**src/rtl/paralelo_serial_tx_if.sv**
```systemverilog
// Word-side bundle between the divider/framer and paralelo_serial_tx (idle_cnt only with IDLE_COUNT_EN).
// The master drives clk4f/data_in/valid_in; the slave returns the serial stream and status pulses.
interface paralelo_serial_tx_if #(
   parameter int unsigned DATA_W = 8
);
   logic              clk4f;
   logic [DATA_W-1:0] data_in;
   logic              valid_in;
   logic              serial_out;
   logic              word_load;
   logic              data_taken;
   logic              align_err;
   logic              init_done;
`ifdef IDLE_COUNT_EN
   logic [15:0]       idle_cnt;
`endif

   modport master (
      output clk4f, data_in, valid_in,
      input  serial_out, word_load, data_taken, align_err, init_done
`ifdef IDLE_COUNT_EN
      , input idle_cnt
`endif
   );

   modport slave (
      input  clk4f, data_in, valid_in,
      output serial_out, word_load, data_taken, align_err, init_done
`ifdef IDLE_COUNT_EN
      , output idle_cnt
`endif
   );
endinterface

```
**src/rtl/paralelo_serial_tx.sv**
```systemverilog
// MSB-first serialiser: one word per clk4f rising edge, DATA_W bits at clk32f; optional idle_cnt via IDLE_COUNT_EN.
// First bit one cycle after word_load, last bit DATA_W cycles after; no backpressure, empty slots carry IDLE_WORD.
module paralelo_serial_tx #(
   parameter int unsigned       DATA_W     = 8,
   parameter logic [DATA_W-1:0] IDLE_WORD  = 8'hBC,
   parameter int unsigned       INIT_WORDS = 4
) (
   input  logic                clk32f,
   input  logic                rst,
   paralelo_serial_tx_if.slave bus
);

   localparam int unsigned BC_W = (DATA_W > 1) ? $clog2(DATA_W) : 1;
   localparam int unsigned IC_W = (INIT_WORDS > 1) ? $clog2(INIT_WORDS + 1) : 1;
   localparam logic [BC_W-1:0] BIT_LAST = BC_W'(DATA_W - 1);
   localparam logic [IC_W-1:0] INIT_MAX = IC_W'(INIT_WORDS);

   typedef enum logic [1:0] {
      SYNC = 2'd0,
      INIT = 2'd1,
      RUN  = 2'd2
   } state_t;

   state_t            r_state;
   state_t            w_state_nxt;
   logic              r_clk4f_q;
   logic [DATA_W-1:0] r_shift;
   logic [DATA_W-1:0] w_shift_nxt;
   logic [BC_W-1:0]   r_bit_cnt;
   logic [BC_W-1:0]   w_bit_cnt_nxt;
   logic [IC_W-1:0]   r_init_cnt;
   logic [IC_W-1:0]   w_init_cnt_nxt;
   logic [IC_W-1:0]   w_init_cnt_inc;
   logic              r_serial_out;
   logic              w_serial_nxt;
   logic              r_word_load;
   logic              w_load;
   logic              r_data_taken;
   logic              w_taken;
   logic              r_align_err;
   logic              w_align;
   logic              r_init_done;
   logic              w_init_done_nxt;
   logic              w_idle_load;
   logic              w_bnd;
   logic              w_last_bit;
   logic              w_init_load;

   assign w_bnd          = bus.clk4f & ~r_clk4f_q;
   assign w_last_bit     = (r_bit_cnt == BIT_LAST);
   assign w_init_load    = (r_init_cnt < INIT_MAX);
   assign w_init_cnt_inc = r_init_cnt + 1'b1;

   always_ff @(posedge clk32f) begin
      if (rst) begin
         r_state <= SYNC;
      end else begin
         r_state <= w_state_nxt;
      end
   end

   always_comb begin
      w_state_nxt     = r_state;
      w_shift_nxt     = r_shift;
      w_bit_cnt_nxt   = r_bit_cnt;
      w_init_cnt_nxt  = r_init_cnt;
      w_serial_nxt    = 1'b0;
      w_load          = 1'b0;
      w_taken         = 1'b0;
      w_align         = 1'b0;
      w_init_done_nxt = r_init_done;
      w_idle_load     = 1'b0;

      unique case (r_state)
         SYNC: begin
            w_load = w_bnd;
         end
         INIT, RUN: begin
            w_serial_nxt = r_shift[DATA_W-1];
            if (w_bnd) begin
               // An early boundary still loads: we re-align to the divider rather than drop a word.
               w_load  = 1'b1;
               w_align = ~w_last_bit;
            end else if (w_last_bit) begin
               w_align      = 1'b1;
               w_serial_nxt = 1'b0;
               w_state_nxt  = SYNC;
            end else begin
               w_shift_nxt   = {r_shift[DATA_W-2:0], 1'b0};
               w_bit_cnt_nxt = r_bit_cnt + 1'b1;
            end
         end
         default: begin
            w_state_nxt = SYNC;
         end
      endcase

      if (w_load) begin
         w_bit_cnt_nxt = '0;
         if (w_init_load) begin
            // Comma burst still pending: data is ignored until the last comma is loaded.
            w_shift_nxt    = IDLE_WORD;
            w_idle_load    = 1'b1;
            w_init_cnt_nxt = w_init_cnt_inc;
            if (w_init_cnt_inc == INIT_MAX) begin
               w_state_nxt     = RUN;
               w_init_done_nxt = 1'b1;
            end else begin
               w_state_nxt = INIT;
            end
         end else begin
            w_state_nxt     = RUN;
            w_init_done_nxt = 1'b1;
            if (bus.valid_in) begin
               w_shift_nxt = bus.data_in;
               w_taken     = 1'b1;
            end else begin
               w_shift_nxt = IDLE_WORD;
               w_idle_load = 1'b1;
            end
         end
      end
   end

   always_ff @(posedge clk32f) begin
      if (rst) begin
         r_clk4f_q    <= 1'b0;
         r_shift      <= '0;
         r_bit_cnt    <= '0;
         r_init_cnt   <= '0;
         r_serial_out <= 1'b0;
         r_word_load  <= 1'b0;
         r_data_taken <= 1'b0;
         r_align_err  <= 1'b0;
         r_init_done  <= 1'b0;
      end else begin
         r_clk4f_q    <= bus.clk4f;
         r_shift      <= w_shift_nxt;
         r_bit_cnt    <= w_bit_cnt_nxt;
         r_init_cnt   <= w_init_cnt_nxt;
         r_serial_out <= w_serial_nxt;
         r_word_load  <= w_load;
         r_data_taken <= w_taken;
         r_align_err  <= w_align;
         r_init_done  <= w_init_done_nxt;
      end
   end

`ifdef IDLE_COUNT_EN
   logic [15:0] r_idle_cnt;

   always_ff @(posedge clk32f) begin
      if (rst) begin
         r_idle_cnt <= '0;
      end else if (w_idle_load && (r_idle_cnt != 16'hFFFF)) begin
         r_idle_cnt <= r_idle_cnt + 16'd1;
      end
   end

   assign bus.idle_cnt = r_idle_cnt;
`else
   logic w_unused_idle;
   assign w_unused_idle = w_idle_load;
`endif

   assign bus.serial_out = r_serial_out;
   assign bus.word_load  = r_word_load;
   assign bus.data_taken = r_data_taken;
   assign bus.align_err  = r_align_err;
   assign bus.init_done  = r_init_done;

endmodule

```
**src/flat_wrapper.sv**
```systemverilog
// flat-port wrapper written by rule: the top's interface ports become plain ports
module paralelo_serial_tx_flat 
#(
   parameter int unsigned       DATA_W     = 8,
   parameter logic [DATA_W-1:0] IDLE_WORD  = 8'hBC,
   parameter int unsigned       INIT_WORDS = 4
)
  (clk32f, rst, bus_clk4f, bus_data_in, bus_valid_in, bus_serial_out, bus_word_load, bus_data_taken, bus_align_err, bus_init_done);
  paralelo_serial_tx_if #(.DATA_W(DATA_W)) bus_i ();
  input  logic clk32f;
  input  logic rst;
  input wire logic [$bits(bus_i.clk4f)-1:0] bus_clk4f;
  input wire logic [$bits(bus_i.data_in)-1:0] bus_data_in;
  input wire logic [$bits(bus_i.valid_in)-1:0] bus_valid_in;
  output wire logic [$bits(bus_i.serial_out)-1:0] bus_serial_out;
  output wire logic [$bits(bus_i.word_load)-1:0] bus_word_load;
  output wire logic [$bits(bus_i.data_taken)-1:0] bus_data_taken;
  output wire logic [$bits(bus_i.align_err)-1:0] bus_align_err;
  output wire logic [$bits(bus_i.init_done)-1:0] bus_init_done;
  assign bus_i.clk4f = bus_clk4f;
  assign bus_i.data_in = bus_data_in;
  assign bus_i.valid_in = bus_valid_in;
  assign bus_serial_out = bus_i.serial_out;
  assign bus_word_load = bus_i.word_load;
  assign bus_data_taken = bus_i.data_taken;
  assign bus_align_err = bus_i.align_err;
  assign bus_init_done = bus_i.init_done;
  paralelo_serial_tx #(.DATA_W(DATA_W), .IDLE_WORD(IDLE_WORD), .INIT_WORDS(INIT_WORDS)) u_core (.clk32f(clk32f), .rst(rst), .bus(bus_i));
endmodule
```
**config.mk**
```make
export PLATFORM = sky130hd
export DESIGN_NAME = paralelo_serial_tx_flat
export DESIGN_NICKNAME = d
export VERILOG_FILES = /design/src/rtl/paralelo_serial_tx_if.sv /design/src/rtl/paralelo_serial_tx.sv /design/src/flat_wrapper.sv
export SDC_FILE = /design/constraint.sdc
export NUM_CORES = 1
export LEC_CHECK = 0
export ABC_AREA = 1
export CAP_MARGIN = 20
export CORE_MARGIN = 2
export CORE_UTILIZATION = 55
export CTS_CLUSTER_DIAMETER = 100
export DETAILED_ROUTE_END_ITERATION = 10
export PLACE_DENSITY = 0.81
export SLEW_MARGIN = 20
export SYNTH_ARGS = -nofsm -noshare
export SYNTH_HDL_FRONTEND = slang
export SYNTH_SLANG_ARGS = --single-unit
```
**constraint.sdc**
```tcl
create_clock -name clk32f -period 2.3 [get_ports clk32f]
set_clock_uncertainty 0.15 [all_clocks]
set_input_delay 0.23 -clock clk32f [delete_from_list [all_inputs] [get_ports clk32f]]
set_output_delay 0.23 -clock clk32f [all_outputs]
set_load 0.02 [all_outputs]
```
==> out/results.tsv, run 1 <==
stage	metric	value	unit
die	Die X	48.5	um
die	Die Y	48.5	um
logic_synthesis	adder-cell area share of the yosys netlist	0.0918	
sta	Hold Vio Cnt, Final	0	
logic_synthesis	sequential-to-total area share from yosys stat	0.404	
route	DR vias/cell	4.93	
logic_synthesis	simple-gate area share of the yosys netlist	0.311	
placement	Buffers on Ports	16	
pwr	Clock Power Share	0.240	
route	routed wire length per instance	10.6	um
pwr	Sw Share	0.263	
status	outcome	finished, final reports clean	
die	IO Pins	17	
route	Remaining DRCs	0	
clock_tree	total CTS buffers	3	
logic_synthesis	largest family of logic cells by synthesized area	simple AND/OR/NAND/NOR gates	
finish	Finished Layout Cells	181	
route	Antenna Nets Post-Route	0	
pwr	PD cells	543	nW/um^2
global_routing	global-route wire length before repair	3.45	mm
clock_tree	Max Root-Sink Buffers	2	
finish	Layout area overhead	17.6	%
clock_tree	Post-CTS Setup Bufs	0	
placement	Placed Cells	178	
finish	layout cells sized above 1	0.110	
global_routing	largest net degree at the start of global routing	23	
logic_synthesis	syn_nets	158	
logic_synthesis	mux share of post-synthesis cell area	0	
finish	Layout Nets	176	
setup_path	Max FO, Critical Path	8	
clock_tree	cts hold-fix bufs	0	
logic_synthesis	Synth Instances	138	
pwr	Lkg Pwr	0.000570	uW
logic_synthesis	Yosys reg bits	22	
setup_path	CP max-delay cell	dfxtp_1	
sta	highest clock rate	618	MHz
min_path	HP Class	reg -> reg	
sta	RSZ-0062 raised after global routing	no	
logic_synthesis	most frequent cells after synthesis	nor2_1 (26), nand2_1 (25), dfxtp_1 (22)	
placement	Detailed Place HPWL	1.47	mm
route	TritonRoute pass-1 iters	4	
logic_synthesis	Post-synth EDFFs	0	
die	Die Area	2350	um^2
sta	Final period util	0.704	
placement	Placer Congestion	0.838	
pwr	Gate power share	0.167	
sta	Worst-Margin Slew	0.324	ns
clock_tree	Clk Latency, worst-skew pair	0.30	ns
clock_tree	clock sink total	22	
setup_path	Worst Setup Start Kind	flop	
clock_tree	Root Driver	clkbuf_4	
setup_path	Setup CP Type	reg -> reg	
logic_synthesis	count leader, synth	nor2_1	
logic_synthesis	area share of the largest cell type after synthesis	0.404	
logic_synthesis	Synth Area in XOR/XNOR	0.00804	
logic_synthesis	Post-synth top flop	dfxtp_1	
pwr	sequential power share	0.593	
pwr	Internal	512	uW
clock_tree	Worst-path clk slew	0.11	ns
finish	Finished Core Util	0.667	
global_routing	GR Overflow Total	0	
sta	min Tclk post-route	1.62	ns
route	DR iter-0 viols	15	
logic_synthesis	Synth cell types	26	
die	Row Count	16	
route	via count	892	
logic_synthesis	YS warnings	0	
sta	Worst Hold Slack	0.304	ns
clock_tree	H-tree depth	1	
global_routing	vias in the first global route	845	
pwr	overall power	695	uW
setup_path	crit path capture type	flop	
die	Starting Density	0.567	
setup_path	WP data arrival	1.67	ns
sta	Max Slew Vio Count	0	
route	Total Wirelength	1.92	mm
logic_synthesis	most area-consuming cells after synthesis	dfxtp_1 (40%), ha_1 (9.2%), nor2_1 (9.0%), nand2_1 (8.6%), o21ai_1 (4.1%)	
logic_synthesis	Synth Area in Compound Gates	0.108	
logic_synthesis	Syn Area/Cell	7.90	um^2
clock_tree	CTS tree	yes	
logic_synthesis	Async S/R FF share, synth	0	
sta	final setup vio count	0	
setup_path	WP data required	2.35	ns
global_routing	initial antenna violation count	0	
job	max-cap viol count	0	
global_routing	Tot GR Track Use	0.184	
setup_path	CP cell instances	inv_1 -> ha_1 -> inv_1 -> nor2_4 -> nand2_4 -> nand2_4 -> inv_4 -> nor2_1 -> nor2_1	
pwr	Max rail drop VDD	0.416	mV
sta	Slew Limit Headroom	0.783	
logic_synthesis	post-synth top area cell	dfxtp_1	
pwr	Psw	183	uW
clock_tree	post-cts gate resize count	0	
logic_synthesis	Post-Syn Area	1090	um^2
setup_path	Crit path largest cell delay	0.37	ns
sta	Setup TNS	0	ns
die	Core ar.	1920	um^2
finish	antenna cells	0	
power by group through the flow:
stage / clock [uW] / sequential (uW) / combinational (uW)
after floorplan: 0 / 421 / 79.5
after global placement: 0 / 420 / 112
after detailed placement: 0 / 421 / 116
after CTS: 174 / 412 / 117
after global routing: 185 / 415 / 132
final: 167 / 412 / 116
routing by layer:
metal	part of all wire	global-route usage
met4	0.028	0.0905
met3	0.027	0.0185
met1	0.47	0.215
met2	0.48	0.336
met5	0	0
per-stage QoR:
stage	instance area (um^2)	setup slack, ns
2_1_floorplan	1090	0.844
3_3_place_gp	1260	0.548
3_5_place_dp	1260	0.507
4_1_cts	1280	0.669
5_1_grt	1280	0.514
6_report	1280	0.681
logic make-up after synthesis:
logic type	after synthesis
simple gates	68
compound gates	22
flops	22
buf+inv	17
fa+ha+maj	8
xor+xnor	1
state kept, by name, summed over array words and instances, names as in the netlist:
| register | count |
|---|---|
| u_core.bus.init_done | 1 |
| u_core.r_clk4f_q | 1 |
| u_core.bus.data_taken | 1 |
| u_core.bus.align_err | 1 |
| u_core.bus.word_load | 1 |
| u_core.bus.serial_out | 1 |
| u_core.r_state | 2 |
| u_core.r_bit_cnt | 3 |
| u_core.r_shift | 8 |
| u_core.r_init_cnt | 3 |
final cells by class:
cell class,count,area [um^2]
Fill cell,182,641
Inverter,13,51.3
Timing Repair Buffer,17,168
Clock buffer,3,22.5
Sequential cell,22,440
Multi-Input combinational cell,99,566
Tap cell,27,33.8
worst max-delay path, delay by kind of cell (launching register included):
family                     cells  cell delay [ns]
and+or+nand+nor                5             0.47
DFF                            1             0.37
adders and majority gates      1             0.34
buffers and inverters          3             0.20
worst paths after layout:
path                                           from                           endpoint  slack, ns  cells after the start
setup / recovery     u_core.r_state[0]$_SDFFE_PP0P_     u_core.r_shift[3]$_SDFFE_PP0P_       0.68                      9
hold / removal    u_core.bus.init_done$_SDFFE_PP0P_  u_core.bus.init_done$_SDFFE_PP0P_       0.30                      2
setup reg to reg     u_core.r_state[0]$_SDFFE_PP0P_     u_core.r_shift[3]$_SDFFE_PP0P_       0.68                      9
hold reg to reg   u_core.bus.init_done$_SDFFE_PP0P_  u_core.bus.init_done$_SDFFE_PP0P_       0.30                      2
layout by cell type, fill, tap and decap left out, types with 2 or more instances in the layout:
cell type and count:
a21oi_1 8, clkbuf_4 3, clkdlybuf4s50_1 16, dfxtp_1 22, ha_1 8, inv_1 11
nand2_1 25, nand2_4 3, nand3_1 3, nand4_1 2, nor2_1 26, nor2_4 2
o21ai_0 3, o21ai_1 9
(Power assumes the default switching activity.)
==> run 2: changes to the inputs <==
CORE_UTILIZATION = 47   (was 55)
PLACE_DENSITY = 0.74   (was 0.81)
clock period = 1.4 ns   (was 2.3 ns; I/O delays follow)
==> run 2 against run 1 <==
Effect of this change:
- the flow now finishes with violations (setup timing)
- register-to-register slack got worse by 0.76 ns
- flip-flop and latch count unchanged
- worst setup slack got worse by 0.76 ns
- utilization increased by 2.2 points
- wire length increased by 14%
- combinational power increased by 130%
- clock power increased by 68%
- hold slack got worse by 0.023 ns
- critical path depth unchanged
- final cell count increased by 6.1%
- sequential share of layout area decreased by 5.1 points
- largest cell class unchanged
- highest routed layer unchanged
==> out/results.tsv, run 2 (synthesized netlist as in run 1, its figures left out) <==
stage	metric	value	unit	change
min_path	HP Class	in -> reg		was reg -> reg
sta	min Tclk post-route	1.47	ns	was 1.62 ns
sta	Max Slew Vio Count	0		unchanged
global_routing	Tot GR Track Use	0.198		was 0.184
clock_tree	Clk Latency, worst-skew pair	0.30	ns	about the same
clock_tree	clock sink total	22		unchanged
pwr	Lkg Pwr	0.000655	uW	was 0.000570 uW
clock_tree	Post-CTS Setup Bufs	0		unchanged
global_routing	initial antenna violation count	0		unchanged
setup_path	Crit path largest cell delay	0.37	ns	about the same
finish	Largest regs	u_core.r_shift (8), u_core.r_bit_cnt (3), u_core.r_init_cnt (3)		unchanged
sta	setup ws final	-0.0744	ns	was 0.681 ns
route	Antenna Nets Post-Route	0		unchanged
die	Core ar.	2210	um^2	was 1920 um^2
placement	Buffers on Ports	16		unchanged
sta	Worst Hold Slack	0.281	ns	was 0.304 ns
clock_tree	H-tree depth	1		unchanged
route	Total Wirelength	2.20	mm	was 1.92 mm
setup_path	Setup CP Type	reg -> reg		unchanged
setup_path	WP data required	1.46	ns	was 2.35 ns
placement	Placed Area	1380	um^2	was 1260 um^2
global_routing	vias in the first global route	977		was 845
finish	Largest Register	u_core.r_shift		unchanged
route	DR vias/cell	4.96		was 4.93
route	routed wire length per instance	11.5	um	was 10.6 um
sta	Slew Limit Headroom	0.761		was 0.783
job	max-cap viol count	0		unchanged
finish	layout cells sized above 1	0.348		was 0.110
clock_tree	Worst-path clk slew	0.12	ns	was 0.11 ns
die	Row Count	17		was 16
die	Starting Density	0.493		was 0.567
setup_path	crit path capture type	flop		unchanged
sta	RSZ-0062 raised after global routing	yes		was no
global_routing	GR Overflow Total	0		unchanged
finish	post-route cell area	1520	um^2	was 1280 um^2
die	IO Pins	17		unchanged
setup_path	Worst Setup Start Kind	flop		unchanged
clock_tree	Root Driver	clkbuf_4		unchanged
setup_path	WP data arrival	1.53	ns	was 1.67 ns
placement	Detailed Place HPWL	1.67	mm	was 1.47 mm
clock_tree	cts hold-fix bufs	0		unchanged
global_routing	largest net degree at the start of global routing	13		was 23
setup_path	CP cell instances	inv_2 -> ha_4 -> inv_2 -> nor2_4 -> nand2_4 -> nand2_8 -> inv_8 -> nor2_4 -> nor2_1		was inv_1 -> ha_1 -> inv_1 -> nor2_4 -> nand2_4 -> nand2_4 -> inv_4 -> nor2_1 -> nor2_1
sta	Final period util	1.05		was 0.704
finish	commonest non-fill, non-tap cell in the layout	nand2_1		was nor2_1
route	DR iter-0 viols	13		was 15
die	Die Y	52.2	um	was 48.5 um
sta	highest clock rate	678	MHz	was 618 MHz
setup_path	R2R Setup Slk	-0.07	ns	was 0.68 ns
placement	Placer Congestion	0.760		was 0.838
status	outcome	complete, but fails checks		was finished, final reports clean
global_routing	global-route wire length before repair	4.02	mm	was 3.45 mm
sta	Worst-Margin Slew	0.358	ns	was 0.324 ns
sta	Hold Vio Cnt, Final	0		unchanged
setup_path	delay-heaviest family, CP	simple AND/OR/NAND/NOR gates		unchanged
setup_path	CP bufs+invs	3		unchanged
clock_tree	total CTS buffers	3		unchanged
clock_tree	CTS tree	yes		unchanged
status	failing checks	setup timing		
sta	final setup vio count	14		was 0
finish	Layout area overhead	39.7	%	was 17.6%
finish	Layout Nets	186		was 176
route	via count	952		was 892
setup_path	Max FO, Critical Path	8		unchanged
finish	most frequent cells in the layout	nand2_1 (22), nor2_1 (19), dfxtp_1 (18), clkdlybuf4s50_1 (11), a21oi_1 (8)		was nor2_1 (26), nand2_1 (25), dfxtp_1 (22), clkdlybuf4s50_1 (16), inv_1 (11)
clock_tree	Max Root-Sink Buffers	2		unchanged
setup_path	CP max-delay cell	dfxtp_2		was dfxtp_1
route	Remaining DRCs	0		unchanged
pwr	Max rail drop VDD	0.603	mV	was 0.416 mV
die	Die X	52.2	um	was 48.5 um
finish	max reg flops	8		unchanged
pwr	PD cells	805	nW/um^2	was 543 nW/um^2
die	Die Area	2720	um^2	was 2350 um^2
route	TritonRoute pass-1 iters	4		unchanged
finish	antenna cells	0		unchanged
run 2: cell types whose count changed in the layout (fill, tap and decap cells not counted), sizes merged:
cell           previous run  this run
buf                       1        11
dlygate4sd2               0         5
clkdlybuf4s50            16        11
run 2: metal layers:
layer / GRT usage / wire (um)
met3: 0.0259 / 69
met5: 0 / 0
met1: 0.234 / 976
met2: 0.367 / 1140
met4: 0.0641 / 19
run 2: timing repair:
action,CTS,global route
setup endpoints to repair,21,18
resized for setup,30,9
pin swaps,9,2
run 2: area by class of cell:
| cell class | instances | area, um^2 |
|---|---|---|
| multi-input cells | 99 | 701 |
| repair buffers | 27 | 260 |
| flip-flops and latches | 22 | 445 |
| well taps | 28 | 35.0 |
| clock buffers | 3 | 22.5 |
| inverters | 13 | 58.8 |
| fillers | 184 | 689 |
run 2: path summary, 6_finish.rpt:
check / cells after the start / start / end
worst min-delay path: 3 / bus_data_in[0] / u_core.r_shift[0]$_SDFFE_PP0P_
worst max register to register: 9 / u_core.r_state[0]$_SDFFE_PP0P_ / u_core.r_shift[5]$_SDFFE_PP0P_
worst max-delay path: 9 / u_core.r_state[0]$_SDFFE_PP0P_ / u_core.r_shift[5]$_SDFFE_PP0P_
worst min register to register: 2 / u_core.bus.init_done$_SDFFE_PP0P_ / u_core.bus.init_done$_SDFFE_PP0P_
run 2: where the power goes:
| part | total (uW) | internal, uW | switching (uW) | leakage, uW |
|---|---|---|---|---|
| clock network | 281 | 100 | 181 | 0.0000138 |
| logic | 265 | 125 | 140 | 0.000459 |
| registers | 679 | 659 | 20.4 | 0.000182 |
| total | 1230 | 885 | 341 | 0.000655 |
run 2: worst register-to-register path, delay by kind of cell (launching register included):
kind / cells / cell delay, ns
adders and majority gates: 1 / 0.27
buffers and inverters: 3 / 0.15
DFF: 1 / 0.37
and+or+nand+nor: 5 / 0.44
run 2: through the flow:
| step | total power (uW) | worst slack (ns) | TNS (ns) | utilization | cells |
|---|---|---|---|---|---|
| 2_1_floorplan | 830 | 0.00373 | 0 | - | 138 |
| 3_3_place_gp | 909 | -0.188 | -2.42 | 0.626 | 189 |
| 3_5_place_dp | 920 | -0.259 | -3.46 | 0.626 | 189 |
| 4_1_cts | 1230 | -0.0653 | -0.460 | 0.674 | 192 |
| 5_1_grt | 1300 | -0.149 | -1.59 | 0.688 | 192 |
| 6_report | 1230 | -0.0744 | -0.605 | 0.688 | 192 |
